**src/rtl/multicycle_controller.sv**
```systemverilog
// ---------------------------------------------------------------------------
// multicycle_controller
//
// Multi-cycle sequencer for the 16-bit stack/ALU/branch datapath. It fetches
// through a req/ack instruction port, decodes the IR and then drives the PC,
// IR, SP, register-bank, flag and data-memory strobes over several cycles per
// instruction. Both memory ports may insert any number of wait cycles. A
// retired-instruction counter is kept. An illegal opcode parks the FSM in
// HALT until reset.
//
// State table:
//   state  | meaning
//   FETCH  | imemReq high; waiting for imemAck, then load IR and PC+1
//   DECODE | classify ir, no strobes
//   EXEC   | drive ALU function, load flags
//   WB     | hold ALU function, write ALU result to register bank
//   MEM    | dmemReq high until dmemAck; class-specific strobes on ack
//   BRANCH | conditional PC-relative load (pcLoad = cc)
//   HALT   | illegal opcode seen; everything idle until reset
//
// Ports:
//   clk, reset        single clock, synchronous active-high reset
//   ir                IR register contents (opcode in ir[15:8])
//   cc                branch condition, valid in BRANCH
//   imemAck/imemReq   instruction port handshake
//   dmemAck/dmemReq   data port handshake; dmemWe selects write
//   addrSel           data address source (SP, SP-1, ir[7:0])
//   pcLoad/pcSel      PC strobe and source (PC+1, PC+rel, memory)
//   irLoad            IR strobe
//   regLoad/wbSel     register-bank strobe and source (ALU, memory)
//   spLoad/spSel      SP strobe and direction (+1, -1)
//   flagLoad, aluOp   status flip-flop strobe and ALU function
//   halted, illegal   HALT indication and sticky illegal-opcode flag
//   state             current state, for debug
//   retired           completed-instruction count, wraps
// ---------------------------------------------------------------------------
module multicycle_controller #(
    parameter int COUNT_W = 16
) (
    input  logic               clk,
    input  logic               reset,
    input  logic [15:0]        ir,
    input  logic               cc,
    input  logic               imemAck,
    input  logic               dmemAck,
    output logic               imemReq,
    output logic               dmemReq,
    output logic               dmemWe,
    output logic [1:0]         addrSel,
    output logic               pcLoad,
    output logic [1:0]         pcSel,
    output logic               irLoad,
    output logic               regLoad,
    output logic               wbSel,
    output logic               spLoad,
    output logic               spSel,
    output logic               flagLoad,
    output logic [2:0]         aluOp,
    output logic               halted,
    output logic               illegal,
    output logic [2:0]         state,
    output logic [COUNT_W-1:0] retired
);

    typedef enum logic [2:0] {
        ST_FETCH  = 3'd0,
        ST_DECODE = 3'd1,
        ST_EXEC   = 3'd2,
        ST_WB     = 3'd3,
        ST_MEM    = 3'd4,
        ST_BRANCH = 3'd5,
        ST_UNUSED = 3'd6,
        ST_HALT   = 3'd7
    } state_t;

    typedef enum logic [3:0] {
        CL_NOP,
        CL_BRANCH,
        CL_STORE,
        CL_LOAD,
        CL_PUSH,
        CL_POP,
        CL_ALU,
        CL_RET,
        CL_ILLEGAL
    } iclass_t;

    localparam logic [1:0] ADDR_SP    = 2'b00;
    localparam logic [1:0] ADDR_SP_M1 = 2'b01;
    localparam logic [1:0] ADDR_IMM   = 2'b10;

    localparam logic [1:0] PC_INC = 2'b00;
    localparam logic [1:0] PC_REL = 2'b01;
    localparam logic [1:0] PC_MEM = 2'b10;

    localparam logic [2:0] ALU_PASS = 3'b110;

    state_t               state_q, state_d;
    logic [COUNT_W-1:0]   retired_q, retired_d;
    logic                 illegal_q, illegal_d;
    iclass_t              iclass;

    // The low byte of ir feeds the datapath (address/offset), not the FSM.
    logic unused_ir_low;
    assign unused_ir_low = ^ir[7:0];

    // ------------------------------------------------------------------
    // Instruction class. ir is the IR register, so it stays valid from
    // DECODE through the end of the instruction and MEM/EXEC reuse it.
    // ------------------------------------------------------------------
    always_comb begin
        iclass = CL_ILLEGAL;
        case (ir[15:12])
            4'h0: iclass = CL_NOP;
            4'h1, 4'h2, 4'h3, 4'h4, 4'h5,
            4'h6, 4'h7, 4'h8, 4'h9: iclass = CL_BRANCH;
            4'hA: iclass = ir[11] ? CL_LOAD : CL_STORE;
            4'hF: begin
                case (ir[11:10])
                    2'b00:   iclass = CL_PUSH;
                    2'b01:   iclass = CL_POP;
                    2'b10:   iclass = CL_ALU;
                    default: iclass = CL_RET;
                endcase
            end
            default: iclass = CL_ILLEGAL;
        endcase
    end

    // ------------------------------------------------------------------
    // State register
    // ------------------------------------------------------------------
    always_ff @(posedge clk) begin
        if (reset) begin
            state_q   <= ST_FETCH;
            retired_q <= '0;
            illegal_q <= 1'b0;
        end else begin
            state_q   <= state_d;
            retired_q <= retired_d;
            illegal_q <= illegal_d;
        end
    end

    // ------------------------------------------------------------------
    // Next state. Acks only matter in the state that raised the matching
    // request, so a stray ack elsewhere cannot move the FSM.
    // ------------------------------------------------------------------
    always_comb begin
        state_d   = state_q;
        illegal_d = illegal_q;
        case (state_q)
            ST_FETCH: begin
                if (imemAck) begin
                    state_d = ST_DECODE;
                end
            end
            ST_DECODE: begin
                case (iclass)
                    CL_NOP:    state_d = ST_FETCH;
                    CL_BRANCH: state_d = ST_BRANCH;
                    CL_ALU:    state_d = ST_EXEC;
                    CL_PUSH, CL_POP, CL_RET,
                    CL_LOAD, CL_STORE: state_d = ST_MEM;
                    default: begin
                        state_d   = ST_HALT;
                        illegal_d = 1'b1;
                    end
                endcase
            end
            ST_EXEC:   state_d = ST_WB;
            ST_WB:     state_d = ST_FETCH;
            ST_BRANCH: state_d = ST_FETCH;
            ST_MEM: begin
                if (dmemAck) begin
                    state_d = ST_FETCH;
                end
            end
            ST_HALT:   state_d = ST_HALT;
            default:   state_d = ST_FETCH;
        endcase

        // Every arrival in FETCH from elsewhere closes one instruction.
        // Illegal opcodes go to HALT instead and are never counted.
        if ((state_d == ST_FETCH) && (state_q != ST_FETCH)) begin
            retired_d = retired_q + COUNT_W'(1);
        end else begin
            retired_d = retired_q;
        end
    end

    // ------------------------------------------------------------------
    // Outputs
    // ------------------------------------------------------------------
    always_comb begin
        imemReq  = 1'b0;
        dmemReq  = 1'b0;
        dmemWe   = 1'b0;
        addrSel  = ADDR_SP;
        pcLoad   = 1'b0;
        pcSel    = PC_INC;
        irLoad   = 1'b0;
        regLoad  = 1'b0;
        wbSel    = 1'b0;
        spLoad   = 1'b0;
        spSel    = 1'b0;
        flagLoad = 1'b0;
        aluOp    = ALU_PASS;

        case (state_q)
            ST_FETCH: begin
                imemReq = 1'b1;
                if (imemAck) begin
                    irLoad = 1'b1;
                    pcLoad = 1'b1;
                    pcSel  = PC_INC;
                end
            end
            ST_BRANCH: begin
                pcLoad = cc;
                pcSel  = PC_REL;
            end
            ST_EXEC: begin
                aluOp    = {1'b0, ir[9:8]};
                flagLoad = 1'b1;
            end
            ST_WB: begin
                aluOp   = {1'b0, ir[9:8]};
                regLoad = 1'b1;
                wbSel   = 1'b0;
            end
            ST_MEM: begin
                // Direction and address are held for the whole access so the
                // memory sees a stable request; strobes fire on the ack only.
                dmemReq = 1'b1;
                case (iclass)
                    CL_PUSH: begin
                        dmemWe  = 1'b1;
                        addrSel = ADDR_SP_M1;
                        if (dmemAck) begin
                            spLoad = 1'b1;
                            spSel  = 1'b1;
                        end
                    end
                    CL_POP: begin
                        addrSel = ADDR_SP;
                        if (dmemAck) begin
                            regLoad = 1'b1;
                            wbSel   = 1'b1;
                            spLoad  = 1'b1;
                            spSel   = 1'b0;
                        end
                    end
                    CL_RET: begin
                        addrSel = ADDR_SP;
                        if (dmemAck) begin
                            pcLoad = 1'b1;
                            pcSel  = PC_MEM;
                            spLoad = 1'b1;
                            spSel  = 1'b0;
                        end
                    end
                    CL_LOAD: begin
                        addrSel = ADDR_IMM;
                        if (dmemAck) begin
                            regLoad = 1'b1;
                            wbSel   = 1'b1;
                        end
                    end
                    CL_STORE: begin
                        addrSel = ADDR_IMM;
                        dmemWe  = 1'b1;
                    end
                    default: ;
                endcase
            end
            default: ;
        endcase

        // Reset wins over everything in the same cycle: a pending memory
        // access is abandoned without updating PC, SP or the register bank.
        if (reset) begin
            imemReq  = 1'b0;
            dmemReq  = 1'b0;
            pcLoad   = 1'b0;
            irLoad   = 1'b0;
            regLoad  = 1'b0;
            spLoad   = 1'b0;
            flagLoad = 1'b0;
        end
    end

    assign halted  = (state_q == ST_HALT);
    assign illegal = illegal_q;
    assign state   = state_q;
    assign retired = retired_q;

endmodule

```
**config.mk**
```make
export PLATFORM = sky130hd
export DESIGN_NAME = multicycle_controller
export DESIGN_NICKNAME = d
export VERILOG_FILES = /design/src/rtl/multicycle_controller.sv
export SDC_FILE = /design/constraint.sdc
export NUM_CORES = 1
export LEC_CHECK = 0
export BUFFER_PORTS_ARGS = -buffer_cell sky130_fd_sc_hd__buf_2
export CORE_ASPECT_RATIO = 0.75
export CORE_MARGIN = 8
export CORE_UTILIZATION = 41
export CTS_BUF_LIST = sky130_fd_sc_hd__clkbuf_8
export CTS_CLUSTER_DIAMETER = 120
export CTS_CLUSTER_SIZE = 12
export DETAILED_ROUTE_END_ITERATION = 8
export PLACE_DENSITY = 0.8
export SYNTH_ARGS = -nofsm -noshare
export SYNTH_HDL_FRONTEND = slang
export SYNTH_SLANG_ARGS = --single-unit
```
**constraint.sdc**
```tcl
create_clock -name clk -period 5.02 [get_ports clk]
set_clock_uncertainty 0.15 [all_clocks]
set_input_delay 0.502 -clock clk [delete_from_list [all_inputs] [get_ports clk]]
set_output_delay 0.502 -clock clk [all_outputs]
set_load 0.01 [all_outputs]
```
==> metrics.csv, run 1 <==
stage,metric,value,unit
setup_path,Reg2Reg Depth,6,
timing,"Hold Violations, Final",0,
route,DRT antenna net count,0,
worst_hold_path,Min-Delay Startpoint,retired[15],
clock_network,CTS tree,done,
setup_path,Worst Setup End Kind,primary output,
pwr,switching share of power,30.32,%
synth,most instantiated library cell after synthesis,dfxtp_1,
route,vias per std cell,5.667,
pwr,part of the power in registers,45.5,%
timing,Setup TNS,0,ns
timing,WHS,0.3268,ns
placed_design,dpl ws,2.453,ns
global_route,largest net degree at the start of global routing,30,
synth,share of flip-flops with an asynchronous set or reset,0,%
timing,worst setup margin,2.493,ns
clock_network,clk slew on worst S/H paths,0.08,ns
final_layout,fraction of layout cells with a size suffix above 1,30.84,%
final_layout,Antenna Cells,0,
final_layout,Util after Layout,53.86,%
synth,Synth Register Bits,20,
final_layout,final cell count without fillers,252,
setup_path,CP startpoint kind,flip-flop,
job,Max Cap Viol,0,
setup_path,worst setup path startpoint,state[0],
clock_network,H-Tree Depth,1,
setup_path,Critical Path RT,4.37,ns
pwr,Pwr Total,0.3726,mW
clock_network,# Post-CTS Setup Buffers,0,
pwr,Leak,0.7003,nW
timing,"Slew Viols, Final",0,
floorplanning,die height,65,microns
floorplanning,Top-Level Pins,59,
floorplanning,Die Area,5286,sq um
floorplanning,# rows,17,
placed_design,placed cell area,1560,sq um
synth,Synth Instances,173,
floorplanning,core area,2999,sq um
final_layout,area delta synth->final,23.07,%
setup_path,WP data arrival,1.87,ns
pwr,P_int,0.2597,mW
timing,relative slew slack,66.90,%
global_route,total track usage,13.30,%
route,drt first pass iters,4,
worst_hold_path,Worst Hold Depth,2,
clock_network,CTS Sinks,20,
synth,syn avg cell area,7.587,sq um
floorplanning,Die X,81.33,microns
global_route,initial antenna violation count,0,
global_route,vias in the first global route,1228,
synth,Synth Flop Type,dfxtp_1,
route,DR iter-0 viols,84,
synth,Commonest cells post-synth,"dfxtp_1, a21oi_1, nand2_1, nor2_1",
timing,RSZ-0062 raised after global routing,no,
setup_path,WS Path Type,reg -> out,
synth,"Net Count, Synth",195,
global_route,first-pass GRT wire length,5837,microns
route,DR DRC count,0,
final_layout,Finished Cell Area,1615,sq um
placed_design,dpl cells,248,
pwr,clock network fraction of total power,33.8,%
timing,Slew @ Worst Pin,0.4966,ns
route,DRT Wirelength,3517,microns
final_layout,final net count,237,
setup_path,Critical R2R Launch,state[1],
timing,Final Critical Period,2.527,ns
placed_design,Final GP Congestion,0.7540,
synth,"EDFF count, synth",0,
outcome,outcome,"finished, final reports clean",
clock_network,clk buf depth,2,
synth,register area share after synthesis,30.51,%
route,routed len/inst,13.96,microns
synth,area share of the largest cell type after synthesis,30.51,%
pwr,worst IR drop on VDD,0.08398,mV
route,routed via count,1428,
placed_design,post-DP HPWL,2572,microns
worst_hold_path,Worst Hold Class,reg -> reg,
pwr,NetSw,0.1130,mW
clock_network,CTS Buf Count,3,
timing,fmax,0.3958,GHz
timing,final worst path period share,50.33,%
global_route,GRT overflow,0,
setup_path,Crit Path Max Fanout,12,
pwr,combinational power share,20.7,%
pwr,pwr/cell area,230.7,nW/um^2
synth,Syn Std Cell Area,1313,sq um
clock_network,hold_buf cts,0,
floorplanning,Starting Density,43.76,%
synth,cell taking the most area after synthesis,dfxtp_1,
synth,yosys warns,0,
final_layout,fillers,304,
clock_network,Worst-Skew Late Latency,0.26,ns
placed_design,IO Port Bufs,50,
clock_network,post-cts resize count,0,
clock_network,root buffer cell,clkbuf_8,
timing,final setup violation count,0,
synth,synth top area cells,"dfxtp_1, a21oi_1, o31ai_1, or4_1, nand2_1",
synth,Unique masters post-synth,38,
## kinds of logic after synthesis
logic type / after synthesis / share of synthesized area, %
xor gates and xnor gates: 2 / 1.335
adders and majority gates: 1 / 0.9531
buffers and inverters: 18 / 5.910
AOI/OAI and AO/OA: 44 / 21.26
and+or+nand+nor: 85 / 37.46
muxes: 3 / 2.574
DFF: 20 / 30.50
## worst max-delay path, cell delays in order (launching register included)
cell	delay, ns
dfxtp_1	0.43
inv_1	0.18
nand2_1	0.14
nor3_1	0.29
and4_1	0.27
o221a_2	0.18
buf_2	0.12
## final timing paths
| kind | end | slack (ns) |
|---|---|---|
| max | pcLoad | 2.49 |
| min | retired[15] | 0.33 |
| max reg2reg | retired[6] | 2.76 |
| min reg2reg | retired[15] | 0.33 |
## sequential cells by signal (all words and copies together) (netlist names)
name     flops
illegal      1
retired     16
state        3
## power by group through the flow
stage          registers (mW)  clock network [mW]  logic (mW)
2_1_floorplan           0.171                   0      0.0576
3_3_place_gp            0.173                   0      0.0761
3_5_place_dp            0.173                   0      0.0775
4_1_cts                 0.170               0.129      0.0774
5_1_grt                 0.171               0.136      0.0869
6_report                0.170               0.126      0.0772
## layout make-up
cell class / instances / area (sq um) / area share [%]
Timing Repair Buffer: 51 / 257.7 / 15.96
Inverter: 4 / 15.01 / 0.9295
Clock buffer: 4 / 55.05 / 3.408
Multi-Input combinational cell: 135 / 839.6 / 51.98
Sequential cell: 20 / 400.4 / 24.79
Tap cell: 38 / 47.55 / 2.943
## cell usage in the layout, fill, tap and decap left out
cell type,n
buf_2,50
dfxtp_1,20
a21oi_1,18
nand2_1,13
nor2_1,13
or4_1,11
o31ai_1,10
nor3_1,8
nand3_1,7
o21ai_0,6
nand4_1,5
nor4_1,5
and3_1,4
inv_1,4
nor2b_1,4
clkbuf_8,4
nand2b_1,3
or2_2,3
mux2_2,3
a31oi_1,2
and4_1,2
or3_1,2
xor2_1,2
a22o_1,1
and4b_1,1
and2_1,1
a21o_1,1
a211oi_1,1
o221a_2,1
nor3b_1,1
o211a_2,1
o31ai_2,1
nand4b_4,1
o32a_1,1
or3b_2,1
o2111ai_1,1
ha_1,1
buf_4,1
## metal layers
layer  global-route usage, %  up-vias  wire length [microns]
li1                        -      738                      -
met1                   18.69      650                   1725
met2                   19.43       37                   1488
met3                   3.857        3                    286
met4                   2.667        0                     17
met5                       0        -                      0
No activity file was read; power rests on OpenSTA's default activity.
==> inputs of run 2 (changes only) <==
==> constraint.sdc (replaced) <==
create_clock -name clk -period 2.5 [get_ports clk]
set_clock_uncertainty 0.15 [all_clocks]
set_input_delay 0.25 -clock clk [delete_from_list [all_inputs] [get_ports clk]]
set_output_delay 0.25 -clock clk [all_outputs]
set_load 0.01 [all_outputs]
==> run 2 against run 1 <==
Effect of this change: first-iteration DRC count down 15%; routed wire length up 0.26%; cell count up 1.2%; non-clock buffer count up 3; worst setup slack worse by 2.2 ns; die area unchanged; critical endpoint unchanged; highest routed layer unchanged.
==> metrics.csv, run 2 (synthesized netlist as in run 1, its figures left out) <==
stage,metric,value,unit
outcome,outcome,"finished, final reports clean",
placed_design,dpl ws,0.2210,ns
floorplanning,Top-Level Pins,59,
setup_path,slowest cell delay on critical path,0.39,ns
route,DR DRC count,0,
timing,RSZ-0062 raised after global routing,no,
timing,Setup TNS,0,ns
clock_network,post-cts resize count,0,
timing,worst setup margin,0.2565,ns
final_layout,Util after Layout,55.57,%
placed_design,Final GP Congestion,0.7749,
final_layout,"commonest non-fill, non-tap cell in the layout",buf_2,
global_route,vias in the first global route,1250,
final_layout,area delta synth->final,26.98,%
global_route,GRT overflow,0,
route,routed via count,1432,
global_route,initial antenna violation count,0,
clock_network,Worst-Skew Late Latency,0.26,ns
worst_hold_path,Worst Hold Class,in -> reg,
pwr,worst IR drop on VDD,0.2048,mV
timing,"Hold Violations, Final",0,
floorplanning,core area,2999,sq um
setup_path,Worst Setup End Kind,primary output,
setup_path,slowest cell on the critical path,dfxtp_1,
clock_network,CTS Buf Count,3,
clock_network,H-Tree Depth,1,
final_layout,max reg flops,16,
placed_design,IO Port Bufs,50,
floorplanning,# rows,17,
final_layout,highest-count cells in the layout ignoring fill and taps,"buf_2, dfxtp_1, a21oi_1",
setup_path,CP startpoint kind,flip-flop,
clock_network,clk slew on worst S/H paths,0.08,ns
final_layout,final net count,240,
clock_network,clk buf depth,2,
route,drt first pass iters,4,
setup_path,Crit Path Max Fanout,8,
setup_path,Critical Path RT,2.10,ns
final_layout,Finished Cell Area,1667,sq um
floorplanning,die height,65,microns
timing,Final Critical Period,2.244,ns
route,routed len/inst,13.83,microns
timing,relative slew slack,67.19,%
clock_network,CTS Sinks,20,
final_layout,final cell count without fillers,255,
clock_network,hold_buf cts,0,
timing,Slew @ Worst Pin,0.4922,ns
clock_network,# Post-CTS Setup Buffers,0,
pwr,P_int,0.6082,mW
timing,"Slew Viols, Final",0,
route,DRT Wirelength,3526,microns
global_route,largest net degree at the start of global routing,30,
final_layout,Antenna Cells,0,
floorplanning,Die Area,5286,sq um
pwr,switching share of power,27.26,%
route,vias per std cell,5.616,
timing,fmax,0.4457,GHz
floorplanning,Starting Density,43.76,%
route,DR iter-0 viols,71,
setup_path,WS Path Type,reg -> out,
timing,final worst path period share,89.74,%
job,Max Cap Viol,0,
timing,final setup violation count,0,
placed_design,placed cell area,1595,sq um
global_route,first-pass GRT wire length,5747,microns
setup_path,critical-path cell list,inv_1 > nand2_1 > nor3_1 > and4_1 > o221a_2 > buf_2,
floorplanning,Die X,81.33,microns
pwr,part of the power in registers,40.2,%
pwr,combinational power share,21.1,%
clock_network,CTS tree,done,
pwr,pwr/cell area,501.7,nW/um^2
placed_design,dpl cells,251,
clock_network,root buffer cell,clkbuf_8,
pwr,NetSw,0.2280,mW
global_route,total track usage,12.97,%
pwr,Leak,0.7277,nW
placed_design,post-DP HPWL,2612,microns
setup_path,WP data arrival,1.84,ns
final_layout,fraction of layout cells with a size suffix above 1,31.80,%
pwr,clock network fraction of total power,38.8,%
route,DRT antenna net count,0,
## run 2: critical path, delay by kind of cell, from the launching register on
family,cells,cell delay [ns]
and+or+nand+nor,3,0.71
DFF,1,0.39
buffers and inverters,2,0.29
AOI/OAI and AO/OA,1,0.19
## run 2: path summary, 6_finish.rpt
kind	from	endpoint	slack [ns]	cells past startpoint
min reg2reg	illegal	illegal	0.33	2
max	state[0]	pcLoad	0.26	6
max reg2reg	state[0]	retired[6]	0.44	6
min	dmemAck	state[2]	0.19	3
## run 2: power by group through the flow
stage	clock (mW)	combinational [mW]	sequential, mW
after floorplan	0	0.116	0.343
after global placement	0	0.174	0.343
after detailed placement	0	0.176	0.343
after CTS	0.333	0.177	0.336
after global routing	0.344	0.197	0.338
final	0.324	0.176	0.336
## run 2: area by class of cell
class                           count  area [sq um]
Multi-Input combinational cell    135         839.6
Clock buffer                        3         41.29
Inverter                            4         15.01
Sequential cell                    20         400.4
Fill cell                         304          1333
Timing Repair Buffer               54         292.8
Clock inverter                      1         30.03
Tap cell                           38         47.55
## run 2: layer usage
| layer | share of wire, % | wire length, microns | track usage (%) |
|---|---|---|---|
| met5 | 0 | 0 | 0 |
| met1 | 49 | 1741 | 17.81 |
| met3 | 8.1 | 286 | 4.132 |
| met2 | 42 | 1479 | 19.43 |
| met4 | 0.51 | 18 | 2.000 |
## run 2: through the flow
step,power (mW),hold slack (ns)
final,0.8362,0.1890
after CTS,0.8457,0.1749
after global placement,0.5168,0.2996
after floorplan,0.4584,0.3094
after global routing,0.8787,0.1906
after detailed placement,0.5194,0.3117
